### src/rtl/mem_access_unit.sv
// rtl/mem_access_unit.sv - load/store bus access unit (IDLE/BUSY/DONE); optional MISALIGN_TRAP_EN
module mem_access_unit #(
    parameter int unsigned BUS_TIMEOUT = 255
) (
    input  logic        clk,
    input  logic        reset,
    input  logic [31:0] alu_result_in,
    input  logic [31:0] mem_write_data_in,
    input  logic [2:0]  funct3_in,
    input  logic        mem_read_in,
    input  logic        mem_write_in,
    input  logic        valid_in,
    output logic        dbus_req,
    output logic        dbus_we,
    output logic [31:0] dbus_addr,
    output logic [31:0] dbus_wdata,
    output logic [3:0]  dbus_be,
    input  logic        dbus_ack,
    input  logic [31:0] dbus_rdata,
    output logic [31:0] load_data_out,
    output logic        load_valid_out,
    output logic        mem_err_out,
    output logic        mem_stall_out
);

    localparam logic [1:0] ST_IDLE = 2'd0;
    localparam logic [1:0] ST_BUSY = 2'd1;
    localparam logic [1:0] ST_DONE = 2'd2;

    localparam logic [15:0] TIMEOUT_LAST = 16'(BUS_TIMEOUT - 1);

    logic [1:0]  state_q, state_d;
    logic [15:0] cnt_q, cnt_d;
    logic        req_q, req_d;
    logic        we_q, we_d;
    logic [31:0] addr_q, addr_d;
    logic [31:0] wdata_q, wdata_d;
    logic [3:0]  be_q, be_d;
    logic [1:0]  lo_q, lo_d;
    logic [2:0]  f3_q, f3_d;
    logic [31:0] ld_data_q, ld_data_d;
    logic        ld_valid_q, ld_valid_d;
    logic        err_q, err_d;

    logic        access_start;
    logic        trap;
    logic [3:0]  lane_be;
    logic [31:0] lane_wdata;
    logic [7:0]  rd_byte;
    logic [15:0] rd_half;
    logic [31:0] load_fmt;

    assign access_start  = (state_q == ST_IDLE) && valid_in && (mem_read_in || mem_write_in);
    assign mem_stall_out = access_start || (state_q == ST_BUSY);

    // Byte-lane enables and replicated store data from access size and low address bits
    always_comb begin
        lane_be    = 4'b1111;
        lane_wdata = mem_write_data_in;
        case (funct3_in[1:0])
            2'b00: begin
                lane_be    = 4'b0001 << alu_result_in[1:0];
                lane_wdata = {4{mem_write_data_in[7:0]}};
            end
            2'b01: begin
                lane_be    = 4'b0011 << {alu_result_in[1], 1'b0};
                lane_wdata = {2{mem_write_data_in[15:0]}};
            end
            default: ;
        endcase
    end

`ifdef MISALIGN_TRAP_EN
    // Misaligned halfword/word accesses fault without touching the bus
    always_comb begin
        trap = 1'b0;
        case (funct3_in[1:0])
            2'b01:   trap = alu_result_in[0];
            2'b10:   trap = |alu_result_in[1:0];
            default: trap = 1'b0;
        endcase
    end
`else
    assign trap = 1'b0;
`endif

    // Extract and extend the addressed byte/halfword of the returned word
    always_comb begin
        case (lo_q)
            2'd0:    rd_byte = dbus_rdata[7:0];
            2'd1:    rd_byte = dbus_rdata[15:8];
            2'd2:    rd_byte = dbus_rdata[23:16];
            default: rd_byte = dbus_rdata[31:24];
        endcase
        rd_half = lo_q[1] ? dbus_rdata[31:16] : dbus_rdata[15:0];
        case (f3_q[1:0])
            2'b00:   load_fmt = {{24{rd_byte[7] & ~f3_q[2]}}, rd_byte};
            2'b01:   load_fmt = {{16{rd_half[15] & ~f3_q[2]}}, rd_half};
            default: load_fmt = dbus_rdata;
        endcase
    end

    // Next-state and registered-output logic for the access sequencer
    always_comb begin
        state_d    = state_q;
        cnt_d      = cnt_q;
        req_d      = req_q;
        we_d       = we_q;
        addr_d     = addr_q;
        wdata_d    = wdata_q;
        be_d       = be_q;
        lo_d       = lo_q;
        f3_d       = f3_q;
        ld_data_d  = 32'd0;
        ld_valid_d = 1'b0;
        err_d      = 1'b0;
        case (state_q)
            ST_IDLE: begin
                req_d   = 1'b0;
                we_d    = 1'b0;
                addr_d  = 32'd0;
                wdata_d = 32'd0;
                be_d    = 4'd0;
                if (access_start) begin
                    lo_d  = alu_result_in[1:0];
                    f3_d  = funct3_in;
                    cnt_d = 16'd0;
                    if (trap) begin
                        state_d    = ST_DONE;
                        ld_valid_d = 1'b1;
                        err_d      = 1'b1;
                    end else begin
                        state_d = ST_BUSY;
                        req_d   = 1'b1;
                        we_d    = mem_write_in;
                        addr_d  = {alu_result_in[31:2], 2'b00};
                        wdata_d = mem_write_in ? lane_wdata : 32'd0;
                        be_d    = lane_be;
                    end
                end
            end
            ST_BUSY: begin
                if (dbus_ack || (cnt_q == TIMEOUT_LAST)) begin
                    state_d    = ST_DONE;
                    ld_valid_d = 1'b1;
                    err_d      = ~dbus_ack;
                    ld_data_d  = (dbus_ack && !we_q) ? load_fmt : 32'd0;
                    req_d      = 1'b0;
                    we_d       = 1'b0;
                    addr_d     = 32'd0;
                    wdata_d    = 32'd0;
                    be_d       = 4'd0;
                end else begin
                    cnt_d = cnt_q + 16'd1;
                end
            end
            ST_DONE: state_d = ST_IDLE;
            default: state_d = ST_IDLE;
        endcase
    end

    // State and output registers with synchronous reset
    always_ff @(posedge clk) begin
        if (reset) begin
            state_q    <= ST_IDLE;
            cnt_q      <= 16'd0;
            req_q      <= 1'b0;
            we_q       <= 1'b0;
            addr_q     <= 32'd0;
            wdata_q    <= 32'd0;
            be_q       <= 4'd0;
            lo_q       <= 2'd0;
            f3_q       <= 3'd0;
            ld_data_q  <= 32'd0;
            ld_valid_q <= 1'b0;
            err_q      <= 1'b0;
        end else begin
            state_q    <= state_d;
            cnt_q      <= cnt_d;
            req_q      <= req_d;
            we_q       <= we_d;
            addr_q     <= addr_d;
            wdata_q    <= wdata_d;
            be_q       <= be_d;
            lo_q       <= lo_d;
            f3_q       <= f3_d;
            ld_data_q  <= ld_data_d;
            ld_valid_q <= ld_valid_d;
            err_q      <= err_d;
        end
    end

    assign dbus_req       = req_q;
    assign dbus_we        = we_q;
    assign dbus_addr      = addr_q;
    assign dbus_wdata     = wdata_q;
    assign dbus_be        = be_q;
    assign load_data_out  = ld_data_q;
    assign load_valid_out = ld_valid_q;
    assign mem_err_out    = err_q;

endmodule

### config.mk
export PLATFORM = sky130hd
export DESIGN_NAME = mem_access_unit
export DESIGN_NICKNAME = d
export VERILOG_FILES = /design/src/rtl/mem_access_unit.sv
export SDC_FILE = /design/constraint.sdc
export NUM_CORES = 1
export LEC_CHECK = 0
export ABC_AREA = 1
export CAP_MARGIN = 15
export CORE_ASPECT_RATIO = 1.1
export CORE_MARGIN = 4
export CORE_UTILIZATION = 25
export CTS_CLUSTER_DIAMETER = 150
export DETAILED_ROUTE_END_ITERATION = 10
export PLACE_DENSITY_LB_ADDON = 0.25
export SETUP_SLACK_MARGIN = 0.15
export SYNTH_ARGS = -nofsm -noshare
export SYNTH_HDL_FRONTEND = slang
export SYNTH_SLANG_ARGS = --single-unit
### constraint.sdc
create_clock -name clk -period 1.7 [get_ports clk]
set_input_delay 0.17 -clock clk [delete_from_list [all_inputs] [get_ports clk]]
set_output_delay 0.17 -clock clk [all_outputs]
set_load 0.005 [all_outputs]
==> flow_summary.ini <==
[cts]
path_clk_slew_ns = 0.06
htree_num_levels = 4
cts_root_buf = clkbuf_16
cts_buffers = 17
clockBufferDepth = 2
tritoncts = built
clock-sinks = 125
clock_latency_ns = 0.42

[sta]
max_freq_ghz = 0.668
final-setup-viol-count = 0
fin_crit_sh = 0.880
maxSlewViolCount = 0
layout_setup_ws_ns = 0.204
finClkSkew_ns = 0.0133
fin_hold_ws_ns = 0.232
grt_setup_unrepaired = false
final-hold-violation-count = 0
period_needed_ns = 1.50

[route]
wire_per_inst_um = 15.2
drt_pre_antenna_iters = 4
drt_iter0_markers = 264
wirelength_um = 19400
via_count = 5694
via_per_inst = 4.46
drc_errors = 0
antenna_left = 0

[global_route]
grt_pass1_vias = 5576
grtUsageMet1 = 0.184
grtUsageTotal = 0.152
antenna_found_initial = 1
grt_max_degree = 79
busiest_layer = met2
grt_remaining_overflow = 0
use_met3 = 0.0648
grt_use_met2 = 0.246
grt_pass1_wl_um = 29500

[floorplanning]
dieHeight_um = 163
initial_core_util = 0.255
core_area_um2 = 21400
die_w_um = 149
design.die.area_um2 = 24300
rows = 56
io_pins = 210

[synthesis]
netlist_instances = 728
avgSynthCellArea_um2 = 7.50
synth_cell_type_count = 41
syn_area_um2 = 5460
synth_seq_cells = 125
synth-async-reset-ratio = 0
synth_edf_count = 0
ys_warn_count = 0
seq_area_frac_synth = 0.458
ys.flop_type = dfxtp_1

[setup_path]
critPathMaxFanout = 2
cp.arrival_ns = 1.33
critPathBufInv = 1
worstPathRequired_ns = 1.53
cpLargestDelayFamily = buffers and inverters
crit_type = reg -> out
critPathSlowestCell = clkdlybuf4s50_1
crit_chain = clkdlybuf4s50_1
max_stage_delay_ns = 0.55
startpoint_type = register
cp-end-kind = primary output

[job]
maxCapViolCount = 0

[cells_and_area]
num_antenna_cells = 0
fin_nets = 1082
drive_above_1_share = 0.187
area_growth_pct = 66.5
final_util = 0.424
layoutNonFillerInstCount = 1278
design_area_um2 = 9090

[power]
power.density_nw_per_um2 = 910
power_leakage_uw = 0.00338
ir_drop_v = 0.000767

[place]
placedCellCount = 1228
pre_cts_slack_ns = -0.137
dp_hpwl_um = 13700
port_buffers = 207
gp_congestion = 0.849
place_area_um2 = 8070

[outcome]
status = finished clean

[worst_hold_path]
hp-class = in -> reg
path summary, 6_finish.rpt:
kind	startpoint	endpoint	slack [ns]	cells past startpoint
worst max register to register	cnt_q[0]	cnt_q[1]	0.22	9
worst min-delay path	reset	dbus_wdata[11]	0.23	4
worst min register to register	dbus_addr[17]	dbus_addr[17]	0.46	2
worst max-delay path	dbus_wdata[8]	dbus_wdata[8]	0.20	1
cell families (layout without fill, tap and decap cells):
family / count (synthesis) / after routing / share of synthesized area
AOI/OAI and AO/OA: 177 / 177 / 0.194
xor gates and xnor gates: 4 / 4 / 0.00642
other: 1 / 2 / 0.000687
DFF: 125 / 125 / 0.458
buffers and inverters: 88 / 344 / 0.0740
and+or+nand+nor: 324 / 327 / 0.250
muxes: 7 / 7 / 0.0128
adders and majority gates: 2 / 2 / 0.00458
flip-flops by register name, indices dropped and copies added (netlist names):
name and cells:
dbus_wdata 32, load_data_out 32, dbus_addr 30, cnt_q 16
dbus_be 4, f3_q 3, lo_q 2, state_q 2
dbus_req 1, dbus_we 1, load_valid_out 1, mem_err_out 1
cell type report:
cell class	instances	area [um^2]
multi-input cells	519	2720
flip-flops and latches	125	2520
inverters	45	171
clock buffers	18	439
fillers	2231	12300
clock inverters	14	199
well taps	290	363
repair buffers	267	2680
what timing repair did:
action / in CTS / in global routing
buffers inserted: 5 / 6
hold buffers: 0 / 0
setup endpoints to repair: 74 / 100
gates resized for setup: 11 / 51
gates cloned: 0 / 7
pin swaps: 1 / 15
cell usage after synthesis (7+ instances only):
cell type  number  area [um^2]
o21ai_0        16         80.1
or2_2           9         56.3
nor2_1         56          210
o221ai_1        7         61.3
clkbuf_1       17         63.8
mux2i_1         7         70.1
a31oi_1         7         43.8
a21oi_1       105          526
buf_2          14         70.1
buf_4           7         52.6
a21oi_2        10         87.6
dfxtp_1       125         2500
inv_1          41          154
a21boi_0        7         52.6
nand3_1        21          105
nand2_2        13         81.3
nand2_1       211          792
o211ai_1       12         90.1
power breakdown:
group / leakage (uW) / internal [uW] / switching [uW]
registers: 0.00102 / 3020 / 50.7
clock network: 0.000315 / 2420 / 1530
logic: 0.00204 / 659 / 603
total: 0.00338 / 6100 / 2180
cells in the final DEF (no fill, tap or decap), types with 6 or more instances in the layout:
cell             netlist  routed
mux2i_1                7       7
dfxtp_2                0      13
nor2_2                 3      10
inv_2                  4       6
nor2_1                56      49
nand2_2               13      17
o211ai_1              12      12
buf_4                  7      45
a21oi_1              105      98
inv_1                 41      38
o21ai_0               16      16
buf_12                 0       7
clkbuf_16              0      20
nand2_1              211     206
nand3_1               21      19
o221ai_1               7       7
dfxtp_1              125     111
a21boi_0               7       7
or2_2                  9       8
a31oi_1                7       7
a21oi_2               10      17
clkdlybuf4s50_1        0     205
through the flow:
stage / total power [uW] / TNS [ns]
2_1_floorplan: 3640 / 0
3_3_place_gp: 4300 / -1.60
3_5_place_dp: 4300 / -2.65
4_1_cts: 8310 / 0
5_1_grt: 8630 / 0
6_report: 8280 / 0
per-layer routing:
metal  up-vias  share of wire
met3        20          0.091
met1      2592           0.42
met5         -        0.00067
li1       2894              -
met2       186           0.47
met4         2          0.014
No activity file was read; power rests on OpenSTA's default activity.
==> variant 1 (same settings) <==
Take the reset off `wdata_q` and load it in a clocked block of its own.
--- a/src/rtl/mem_access_unit.sv
+++ b/src/rtl/mem_access_unit.sv
@@ -168,5 +168,4 @@
             we_q       <= 1'b0;
             addr_q     <= 32'd0;
-            wdata_q    <= 32'd0;
             be_q       <= 4'd0;
             lo_q       <= 2'd0;
@@ -181,5 +180,4 @@
             we_q       <= we_d;
             addr_q     <= addr_d;
-            wdata_q    <= wdata_d;
             be_q       <= be_d;
             lo_q       <= lo_d;
@@ -189,4 +187,8 @@
             err_q      <= err_d;
         end
+    end
+
+    always_ff @(posedge clk) begin
+        wdata_q <= wdata_d;
     end
 
Function: changed (Yosys sat finds a counterexample within 4 cycles, from zero or initial values and one cycle with reset high).
==> variant 1 against the original RTL <==
- cell count is 3.1% lower
- total power is 0.32% higher
- synthesized area is 0.62% higher
- critical path type is now register to register
- largest cell class is now flip-flops and latches
- critical path depth is 9 higher
- design area is 2.9% higher
- non-clock buffer count is 2 higher
- clock skew is 4.1 ps lower
- routed wire length is 2.2% lower
- sequential power is 6% higher
- sequential cell count stayed put
- worst hold slack worse by 29 ps
- worst setup slack worse by 79 ps
==> variant 1: results <==
set metrics [dict create \
    multi_input_gates 459 \
    wl_per_cell_um 15.3 \
    skew_ps 9.16 \
    synth_common_cells "178 x nand2_1, 95 x a21oi_1, 93 x dfxtp_1" \
    largest_class "flip-flops and latches" \
    gp_congestion 0.765 \
    fillCellCount 2127 \
    cp_slowest_cell "dfxtp_4" \
    synthTopCellsByArea "dfxtp_1 34%, edfxtp_1 17%, nand2_1 12%" \
    post-dp-hpwl_mm 13.1 \
    peakVddDrop_uv 686 \
    cts_setup_buffers 7 \
    slowest_delay_ps 350 \
    buf_share_pct 30.1 \
    grt_usage_pct 15.0 \
    nClkBuffers 22 \
    drive_gt1_share_pct 19.5 \
    first_iter_violations 243 \
    clkCellAreaFrac_pct 6.48 \
    power_density_nw_per_um2 887 \
    grt_max_degree 39 \
    synth_edf_count 32 \
    power_leakage_nw 3.74 \
    multiInputGateArea_um2 2480 \
    synth_cell_types 40 \
    place_inst 1182 \
    buffers_excl_clock 269 \
    place_area_um2 8110 \
    postCtsResizedCells 14 \
    outcome "finished, final reports clean" \
    nNonClkInverters 64 \
    yosysSeqAreaShare_pct 51.4 \
    dr_total_vias 5454 \
    drt-total-wl_mm 19.0 \
    syn_area_per_cell_um2 8.09 \
    fin_nets 1043 \
    grt_first_pass_wirelength_mm 28.9 \
    worstPathArrival_ps 1710 \
    pre_cts_slack_ps -141 \
    p_int_mw 6.23 \
    drt_first_pass_iters 5 \
]
variant 1: cell count changes after synthesis, moves of 5 or more:
cell,change
nor2_1,+8
a21oi_2,-9
buf_2,-7
inv_1,+16
a21oi_1,-10
nand2_2,-9
nand2_1,-33
dfxtp_1,-32
edfxtp_1,+32
o21ai_0,+5
o211ai_1,-11
variant 1: logic make-up after synthesis:
| kind of cell | count (synthesis) | synth area share [%] |
|---|---|---|
| and+or+nand+nor | 293 | 22.6 |
| AOI/OAI and AO/OA | 148 | 15.3 |
| DFF | 125 | 51.4 |
| buffers and inverters | 99 | 8.29 |
| muxes | 7 | 1.28 |
| xor gates and xnor gates | 4 | 0.638 |
| adders and majority gates | 2 | 0.455 |
| other | 1 | 0.0683 |
variant 1: metal layers:
layer / track usage, % / routed length, um / vias to the layer above
met3: 3.91 / 1140 / 23
met5: 0 / 13 / -
met1: 18.8 / 8030 / 2525
met2: 25.2 / 9510 / 164
li1: - / - / 2740
met4: 4.58 / 300 / 2
variant 1: power groups by stage:
stage	logic [mW]	registers, mW	clock network (mW)
final	1.40	3.25	3.65
after global routing	1.52	3.27	3.90
after CTS	1.31	3.26	3.75
after detailed placement	1.23	3.32	0
after global placement	1.23	3.32	0
after floorplan	0.495	3.32	0
variant 1: tightest hold or removal path, delay by kind of cell:
family | cells | cell delay (ps)
buf+inv | 2 | 270
compound gates | 2 | 130
variant 1: worst paths after layout:
kind	endpoint	cells past startpoint	slack, ps	from
max	dbus_wdata[13]	10	120	cnt_q[0]
min	lo_q[1]	4	200	reset
max reg2reg	dbus_wdata[13]	10	120	cnt_q[0]
min reg2reg	dbus_addr[20]	2	460	dbus_addr[20]
==> variant 2 (same settings) <==
Without the edit above. Add a define of `MISALIGN_TRAP_EN`.
--- a/src/rtl/mem_access_unit.sv
+++ b/src/rtl/mem_access_unit.sv
@@ -1,3 +1,5 @@
 // rtl/mem_access_unit.sv - load/store bus access unit (IDLE/BUSY/DONE); optional MISALIGN_TRAP_EN
+`define MISALIGN_TRAP_EN
+
 module mem_access_unit #(
     parameter int unsigned BUS_TIMEOUT = 255
Check against the original RTL: not equivalent (Yosys sat finds a counterexample within 4 cycles, from zero or initial values and one cycle with reset high).
==> variant 2 against the original RTL <==
- combinational power rose by 21%
- global-route usage fell by 0.27 points
- non-clock buffer count rose by 7
- synthesized area rose by 4.2%
- design area rose by 3.6%
- total power rose by 2.4%
- sequential cell count did not move
- routed wire length rose by 4.0%
- worst setup slack got worse by 44 ps
- highest routed layer is now met4
==> variant 2: results <==
set metrics [dict create \
    outcome "finished, final reports clean" \
    synth_common_cells "219 x nand2_1, 125 x dfxtp_1, 113 x a21oi_1" \
    maxSlewViolCount 0 \
    tightestPinTransition_ps 560 \
    fillCellCount 2322 \
    h-tree-depth 4 \
    cts_root_buffer "clkbuf_16" \
    antenna_found_initial 0 \
    grt_max_degree 51 \
    grt_pass1_vias 5829 \
    skew_ps 11.9 \
    grt_first_pass_wirelength_mm 30.8 \
    ys.flop_type "dfxtp_1" \
    gp_congestion 0.855 \
    ys_async_sr_fraction_pct 0 \
    drt-total-wl_mm 20.2 \
    drt_first_pass_iters 8 \
    path_class "register to register" \
    dr_total_vias 6092 \
    drive_gt1_share_pct 17.4 \
    yosysSeqAreaShare_pct 44.0 \
    critPathMaxFanout 14 \
    reg2regPathDepth 10 \
    diodes 0 \
    synthTopCellsByArea "dfxtp_1 44%, nand2_1 14%, a21oi_1 9.9%" \
    clkTransAtPathRegs_ps 60 \
    worstPathArrival_ps 1810 \
    first_iter_violations 294 \
    worstHoldPathCells 2 \
    synth_cell_types 39 \
    pre_cts_slack_ps -291 \
    grt_usage_pct 14.9 \
    fin_nets 1139 \
    post-dp-hpwl_mm 14.1 \
    peakVddDrop_uv 685 \
    power_leakage_nw 3.57 \
    cts.path.max_buffers 2 \
    clk_latency_ps 420 \
]
==> variant 2: changes by cell type in the layout (fill, tap and decap cells not counted), moves of 8 or more <==
cell      delta
nand3_1     +46
nor3_1      +16
o211ai_1    -12
a21oi_1      +8
==> variant 2: worst paths after layout <==
check,from,endpoint,slack (ps)
min,reset,cnt_q[1],80
max reg2reg,cnt_q[0],dbus_wdata[4],160
min reg2reg,dbus_wdata[2],dbus_wdata[2],460
max,cnt_q[0],dbus_wdata[4],160
==> variant 2: routing by layer <==
metal  share of wire [%]  track usage (%)  routed length, um  up-vias
li1                    -                -                  -     3077
met1                  44             18.8               8960     2799
met2                  48             24.3               9610      200
met3                 7.1             5.19               1430       16
met4                 1.1             3.75                220        0
met5                   0                0                  0        -
==> variant 2: logic make-up (layout without fill, tap and decap cells) <==
kind of cell / after synthesis / after routing / share of synthesized area, %
xor+xnor: 1 / 1 / 0.154
flops: 125 / 125 / 44.0
other cells: 1 / 2 / 0.0659
mux: 7 / 7 / 1.23
compound gates: 167 / 167 / 17.0
buf+inv: 89 / 348 / 7.44
fa+ha+maj: 5 / 5 / 1.10
simple gates: 387 / 387 / 29.0
==> variant 2: worst max-delay path: stages, from the launching register on <==
cell and delay, ps:
dfxtp_2 320, inv_2 60, ha_4 150, nand3_4 80, nor2_4 100, nand2_2 80
nand2_4 150, nand2_8 120, clkbuf_16 200, nand2_1 70, a21oi_1 50
==> variant 2: area by class of cell <==
class                      count  area (um^2)  share of cell area [%]
multi-input combinational    569         2970                    31.6
tap                          295          369                    3.92
sequential                   125         2520                    26.7
inverter                      42          173                    1.83
clock inverter                14          183                    1.94
timing repair buffer         274         2760                    29.3
clock buffer                  18          439                    4.66
==> variant 2: timing repair <==
| action | 4_1_cts | 5_1_grt |
|---|---|---|
| hold endpoints to repair | 0 | 0 |
| resized for setup | 6 | 72 |
| hold buffers | 0 | 0 |
| endpoints found under the setup margin | 99 | 104 |
| buffers inserted | 7 | 4 |
| pin swaps | 1 | 14 |
| gates cloned | 0 | 6 |
==> variant 2: stage by stage <==
stage,hold slack [ps],instances,area (um^2),util (%),setup TNS (ps)
floorplan,317,783,5690,-,0
detailed placement,452,1288,8340,37.5,-12190
CTS,61.2,1327,9020,40.5,0
global route,73.8,1337,9420,42.3,0
finish,83.5,1337,9420,42.3,0
global placement,448,1288,8340,37.5,-10370
==> variant 2: where the power goes <==
group	internal [mW]	total [mW]	switching [mW]
logic	0.769	1.53	0.760
registers	3.03	3.08	0.0570
clock network	2.37	3.87	1.49
